<file path="config.mk">
export PLATFORM = sky130hd
export DESIGN_NAME = addsub16_arb
export DESIGN_NICKNAME = d
export VERILOG_FILES = /design/src/rtl/addsub16_arb.sv
export SDC_FILE = /design/constraint.sdc
export NUM_CORES = 1
export LEC_CHECK = 0
export BUFFER_PORTS_ARGS = -buffer_cell sky130_fd_sc_hd__buf_2
export CAP_MARGIN = 20
export CORE_ASPECT_RATIO = 0.5
export CORE_MARGIN = 3
export CORE_UTILIZATION = 48
export CTS_CLUSTER_DIAMETER = 100
export DETAILED_ROUTE_END_ITERATION = 6
export PLACE_DENSITY = 0.92
export SLEW_MARGIN = 20
export SYNTH_ARGS = -nofsm -noshare
export SYNTH_HDL_FRONTEND = slang
export SYNTH_SLANG_ARGS = --single-unit
</file>
<file path="constraint.sdc">
create_clock -name clk_i -period 2.62 [get_ports clk_i]
set_input_delay 0.262 -clock clk_i [delete_from_list [all_inputs] [get_ports clk_i]]
set_output_delay 0.262 -clock clk_i [all_outputs]
set_load 0.03 [all_outputs]
</file>
<file path="src/rtl/addsub16_arb.sv">
`timescale 1ns/1ps
`default_nettype none
// ============================================================================
// Module   : addsub16_arb
// Purpose  : Round-robin arbiter/sequencer sharing one ADDSUB16 accumulator
//            between four requesters. Each granted operation runs
//            ISSUE -> CAPT -> RESP, and the captured accumulator value goes
//            back to the winner together with a DONE pulse.
// Options  : ADDSUB16_ARB_OVF_EN - adds the signed-overflow output ovf_o
// Revision : 1.0 - initial release
// ============================================================================
module addsub16_arb #(
  parameter int N_REQ = 4,
  parameter int W     = 16
) (
  input  logic               clk_i,
  input  logic               rst_ni,
  input  logic               en_i,
  input  logic [N_REQ-1:0]   req_i,
  input  logic [N_REQ-1:0]   op_i,
  input  logic [N_REQ*W-1:0] din_i,
  output logic [N_REQ-1:0]   gnt_o,
  output logic               done_o,
  output logic [1:0]         done_id_o,
  output logic [W-1:0]       result_o,
  output logic               as_en_o,
  output logic               as_set_o,
  output logic [W-1:0]       as_data_o,
  input  logic [W-1:0]       as_out_i
`ifdef ADDSUB16_ARB_OVF_EN
  ,
  output logic               ovf_o
`endif
);

  typedef enum logic [1:0] {
    S_IDLE  = 2'd0,
    S_ISSUE = 2'd1,
    S_CAPT  = 2'd2,
    S_RESP  = 2'd3
  } state_t;

  state_t      state_q, state_d;
  logic [1:0]  ptr_q;      // round-robin search start
  logic [1:0]  wid_q;      // index of the current winner
  logic [W-1:0] data_q;    // operand latched at the arbitration edge
  logic        op_q;       // opcode latched at the arbitration edge
  logic [W-1:0] result_q;

  logic [2:0]  pick;       // {valid, index}
  logic        win_vld;
  logic [1:0]  win_idx;
  logic        arb_fire;

  // Scan p, p+1, p+2, p+3 (mod 4); the first set request wins. The loop runs
  // from the far end so the nearest hit is the last one written.
  function automatic logic [2:0] rr_pick(input logic [3:0] req, input logic [1:0] ptr);
    logic [2:0] res;
    logic [1:0] idx;
    res = 3'b000;
    for (int k = 3; k >= 0; k--) begin
      idx = ptr + 2'(k);
      if (req[idx]) begin
        res = {1'b1, idx};
      end
    end
    return res;
  endfunction

  assign pick     = rr_pick(req_i, ptr_q);
  assign win_vld  = pick[2];
  assign win_idx  = pick[1:0];
  // Arbitration happens only from IDLE or RESP, which gives back-to-back
  // operations every three cycles.
  assign arb_fire = en_i && win_vld && ((state_q == S_IDLE) || (state_q == S_RESP));

  // State register.
  always_ff @(posedge clk_i or negedge rst_ni) begin
    if (!rst_ni) begin
      state_q <= S_IDLE;
    end else begin
      state_q <= state_d;
    end
  end

  // Next state and state-decoded outputs.
  always_comb begin
    state_d = state_q;
    gnt_o   = '0;
    as_en_o = 1'b0;
    done_o  = 1'b0;
    case (state_q)
      S_IDLE: begin
        if (arb_fire) begin
          state_d = S_ISSUE;
        end
      end
      S_ISSUE: begin
        gnt_o   = {{(N_REQ-1){1'b0}}, 1'b1} << wid_q;
        as_en_o = 1'b1;
        state_d = S_CAPT;
      end
      S_CAPT: begin
        state_d = S_RESP;
      end
      S_RESP: begin
        done_o  = 1'b1;
        state_d = arb_fire ? S_ISSUE : S_IDLE;
      end
      default: begin
        state_d = S_IDLE;
      end
    endcase
  end

  // Latch the winner's operand/opcode and advance the pointer on a grant.
  always_ff @(posedge clk_i or negedge rst_ni) begin
    if (!rst_ni) begin
      ptr_q  <= 2'd0;
      wid_q  <= 2'd0;
      data_q <= '0;
      op_q   <= 1'b0;
    end else if (arb_fire) begin
      ptr_q  <= win_idx + 2'd1;
      wid_q  <= win_idx;
      data_q <= din_i[win_idx*W +: W];
      op_q   <= op_i[win_idx];
    end
  end

  // Capture the accumulator once it has absorbed the issued operation.
  always_ff @(posedge clk_i or negedge rst_ni) begin
    if (!rst_ni) begin
      result_q <= '0;
    end else if (state_q == S_CAPT) begin
      result_q <= as_out_i;
    end
  end

`ifdef ADDSUB16_ARB_OVF_EN
  logic [W-1:0] pre_q;     // accumulator value before the operation
  logic         ovf_q;
  logic         ovf_calc;

  // Signed overflow: operands agree in sign (add) or differ (subtract) and
  // the result sign departs from the pre-operation sign.
  assign ovf_calc = (op_q ? (pre_q[W-1] == data_q[W-1]) : (pre_q[W-1] != data_q[W-1]))
                    && (as_out_i[W-1] != pre_q[W-1]);

  // Sample the pre-operation value in ISSUE, evaluate overflow in CAPT.
  always_ff @(posedge clk_i or negedge rst_ni) begin
    if (!rst_ni) begin
      pre_q <= '0;
      ovf_q <= 1'b0;
    end else begin
      if (state_q == S_ISSUE) begin
        pre_q <= as_out_i;
      end
      if (state_q == S_CAPT) begin
        ovf_q <= ovf_calc;
      end
    end
  end

  assign ovf_o = ovf_q;
`endif

  assign done_id_o = wid_q;
  assign result_o  = result_q;
  assign as_set_o  = op_q;
  assign as_data_o = data_q;

endmodule
`default_nettype wire

</file>
==> results.py <==
metrics = {
    "timing": {
        "period_needed_ns": 2.10,
        "clock_skew_ns": 0.00424,
        "fmax_mhz": 476,
        "setup_viol": 0,
        "max_slew_margin_pct": 39.4,
        "tightest_slew_ns": 0.910,
        "rsz0062_at_grt": "false",
        "finalMaxSlewViolations": 0,
        "setup_tns_ns": 0,
        "fin_crit_sh_pct": 80.1,
        "hold_violations": 0,
    },
    "critical_path": {
        "critPathArrivalTime_ns": 2.27,
        "reg2reg_to": "as_data_o[4]$_DFFE_PN0P_",
        "crit_type": "flip-flop to flip-flop",
        "required_ns": 2.79,
        "rr_startpoint": "ptr_q[1]$_DFFE_PN0P_",
        "crit_fanout": 17,
        "r2r_slack_ns": 0.52,
        "endpoint_kind": "flip-flop",
        "start_kind": "flip-flop",
        "reg2regPathDepth": 5,
    },
    "floorplanning": {
        "initial_utilization_pct": 52.2,
        "io_pins": 132,
        "row_count": 17,
        "die_area_sq_um": 5960,
        "die_width_um": 106,
        "die_h_um": 56.1,
        "coreArea_sq_um": 4620,
    },
    "detailed_routing": {
        "vias": 2376,
        "wl_per_cell_um": 17.2,
        "firstDrtPassIters": 4,
        "drt_iter0_markers": 218,
        "post-route-drc-count": 0,
        "drt-total-wl_um": 7100,
        "viasPerCell": 5.75,
        "drtAntennaViolNets": 0,
    },
    "logic_synthesis": {
        "synthSimpleGateAreaFrac_pct": 13.1,
        "synth_area_sq_um": 2410,
        "synth_nets": 315,
        "ys_ff_latch": 39,
        "synth_area_leader_cell": "dfrtp_1",
        "ys_seq_area_share_pct": 40.5,
        "yosysWarnings": 0,
        "synth_top_area_share_pct": 40.5,
        "synth_xor_area_share_pct": 0.363,
        "synthMuxAreaShare_pct": 15.4,
        "synth_cells": 220,
        "synth_cell_types": 36,
        "synthAdderAreaFrac_pct": 2.08,
        "synth_top_family_by_area": "compound AO/OA/AOI/OAI gates",
        "synth_compound_area_share_pct": 23.7,
        "syn_area_per_cell_sq_um": 11.0,
        "ys_top_cells_by_area": "dfrtp_1 (40%), o211ai_2 (8.3%), mux2i_1 (7.9%)",
    },
    "global_route": {
        "antenna_found_initial": 0,
        "top_usage_layer": "met2",
        "grt_pass1_vias": 2395,
        "grt_use_met2_pct": 42.0,
        "overflow": 0,
        "gr-usage-all-layers_pct": 23.1,
        "grt_start_max_net_pins": 40,
        "grt_pass1_wl_um": 11200,
        "grt_use_met3_pct": 4.29,
        "use_met1_pct": 26.3,
    },
    "placed_design": {
        "gp_congestion": 0.821,
        "port_buffers": 131,
        "place_hpwl_um": 5440,
    },
    "finish": {
        "drive_above_1_share_pct": 53.3,
        "final_nets": 441,
        "syn_to_final_growth_pct": 31.9,
        "antenna_cells": 0,
    },
    "hold_path": {
        "hold_path.class": "primary input to async pin",
    },
    "clocking": {
        "cts_setup_buffers": 0,
        "clock_sinks": 39,
        "cts-root-buf": "clkbuf_8",
        "cts_resized": 0,
        "cts_buffers": 5,
        "cts_buffer_depth": 2,
        "cts_tree": "built",
        "holdBufCountCts": 0,
        "clk_latency_ns": 0.30,
        "clk_pin_slew_ns": 0.08,
        "cts_htree_levels": 2,
    },
    "power_and_ir_drop": {
        "power_frac_clock_pct": 10.7,
        "comb_power_share_pct": 61.0,
        "internal-power_w": 0.00195,
        "p_sw_w": 0.00189,
        "max-vdd-ir-drop_v": 0.000489,
        "p_sw_share_pct": 49.3,
        "power_density_nw_per_um2": 1210,
        "total_power_w": 0.00384,
        "p_seq_share_pct": 28.3,
        "leakage_nw": 1.63,
    },
    "flow_run": {
        "drv_cap": 0,
    },
    "status": {
        "status": "finished, final reports clean",
    },
}
[per-stage QoR]
| stage | hold WS [ns] | instance area (sq um) | worst slack [ns] | util [%] | std cells |
|---|---|---|---|---|---|
| 5_1_grt | 0.155 | 3180 | 0.397 | 68.9 | 413 |
| 4_1_cts | 0.109 | 3180 | 0.527 | 68.9 | 413 |
| 2_1_floorplan | -0.0336 | 2410 | 0.714 | - | 220 |
| 3_5_place_dp | 0.434 | 3090 | 0.547 | 67.0 | 405 |
| 3_3_place_gp | 0.402 | 3090 | 0.666 | 67.0 | 405 |
| 6_report | 0.0868 | 3180 | 0.521 | 68.9 | 413 |
[critical path: stages (launching register included)]
cell and delay (ns):
dfrtp_1 0.45, and3_1 0.43, nor3_4 0.46, buf_4 0.26
mux2i_1 0.28, o211ai_2 0.10
[synth_stat cells]
cell type / instances
a211o_1: 16
a21boi_1: 1
a21o_1: 1
a21oi_1: 2
a21oi_2: 1
a31oi_4: 1
and2_1: 1
and3_1: 2
and3b_1: 1
buf_2: 7
buf_4: 1
buf_6: 3
clkbuf_1: 7
dfrtp_1: 39
ha_1: 4
inv_1: 4
mux2_2: 16
mux2i_1: 19
nand2_1: 26
nand2_4: 1
nand2b_1: 2
nand3_1: 1
nand4_1: 16
nor2_1: 4
nor3_4: 1
nor3b_1: 1
o211ai_2: 16
o21ai_0: 2
o21ai_2: 1
o221ai_2: 1
o311ai_0: 1
o31ai_1: 16
o31ai_2: 1
or2_1: 2
or3_4: 1
xnor2_1: 1
[area by class of cell]
cell class	instances	area, sq um
inverter	4	15.0
fill	371	1440
clock inverter	3	20.0
timing repair buffer	137	701
clock buffer	5	68.8
multi-input combinational	159	1320
sequential	39	976
tap	66	82.6
[sequential cells by signal, indices dropped and copies added, names as in the netlist]
name,count
as_data_o,16
done_id_o,2
state_q,2
result_o,16
ptr_q,2
as_set_o,1
[layout by cell type (no fill, tap or decap), types with 2 or more instances in the layout]
cell type,instances
buf_2,131
dfrtp_1,39
nand2_1,26
mux2i_1,19
nand4_1,16
o31ai_1,16
a211o_1,16
o211ai_2,16
mux2_2,16
buf_4,6
clkbuf_8,5
inv_1,4
nor2_1,4
ha_1,4
and3_1,2
or2_1,2
o21ai_0,2
nand2b_1,2
a21oi_1,2
clkinvlp_4,2
[power by group through the flow]
stage	registers [W]	clock network, W	logic (W)
after floorplan	0.00160	0	0.00123
after global placement	0.00107	0	0.00224
after detailed placement	0.00109	0	0.00235
after CTS	0.00109	0.000418	0.00235
after global routing	0.00112	0.000449	0.00249
final	0.00109	0.000412	0.00234
[per-layer routing]
layer	vias to the layer above	share of wire, %	routed length [um]
met5	-	0	0
li1	1087	-	-
met2	116	51	3630
met1	1153	39	2790
met4	0	2.8	197
met3	20	6.9	491
[worst max-delay path by stage]
stage / end / slack [ns] / from
final: as_data_o[4]$_DFFE_PN0P_ / 0.52 / ptr_q[1]$_DFFE_PN0P_
after CTS: as_data_o[10]$_DFFE_PN0P_ / 0.53 / ptr_q[1]$_DFFE_PN0P_
after floorplan: gnt_o[0] / 0.71 / state_q[1]$_DFFE_PN0P_
after detailed placement: as_data_o[10]$_DFFE_PN0P_ / 0.55 / ptr_q[1]$_DFFE_PN0P_
after global placement: as_data_o[13]$_DFFE_PN0P_ / 0.67 / ptr_q[1]$_DFFE_PN0P_
after global routing: as_data_o[9]$_DFFE_PN0P_ / 0.40 / ptr_q[1]$_DFFE_PN0P_
[cell families after synthesis]
kind of cell	count (synthesis)
AOI/OAI and AO/OA	60
and+or+nand+nor	59
DFF	39
muxes	35
buffers and inverters	22
adders and majority gates	4
xor gates and xnor gates	1
Note: power is estimated with default switching activity, not from simulation.
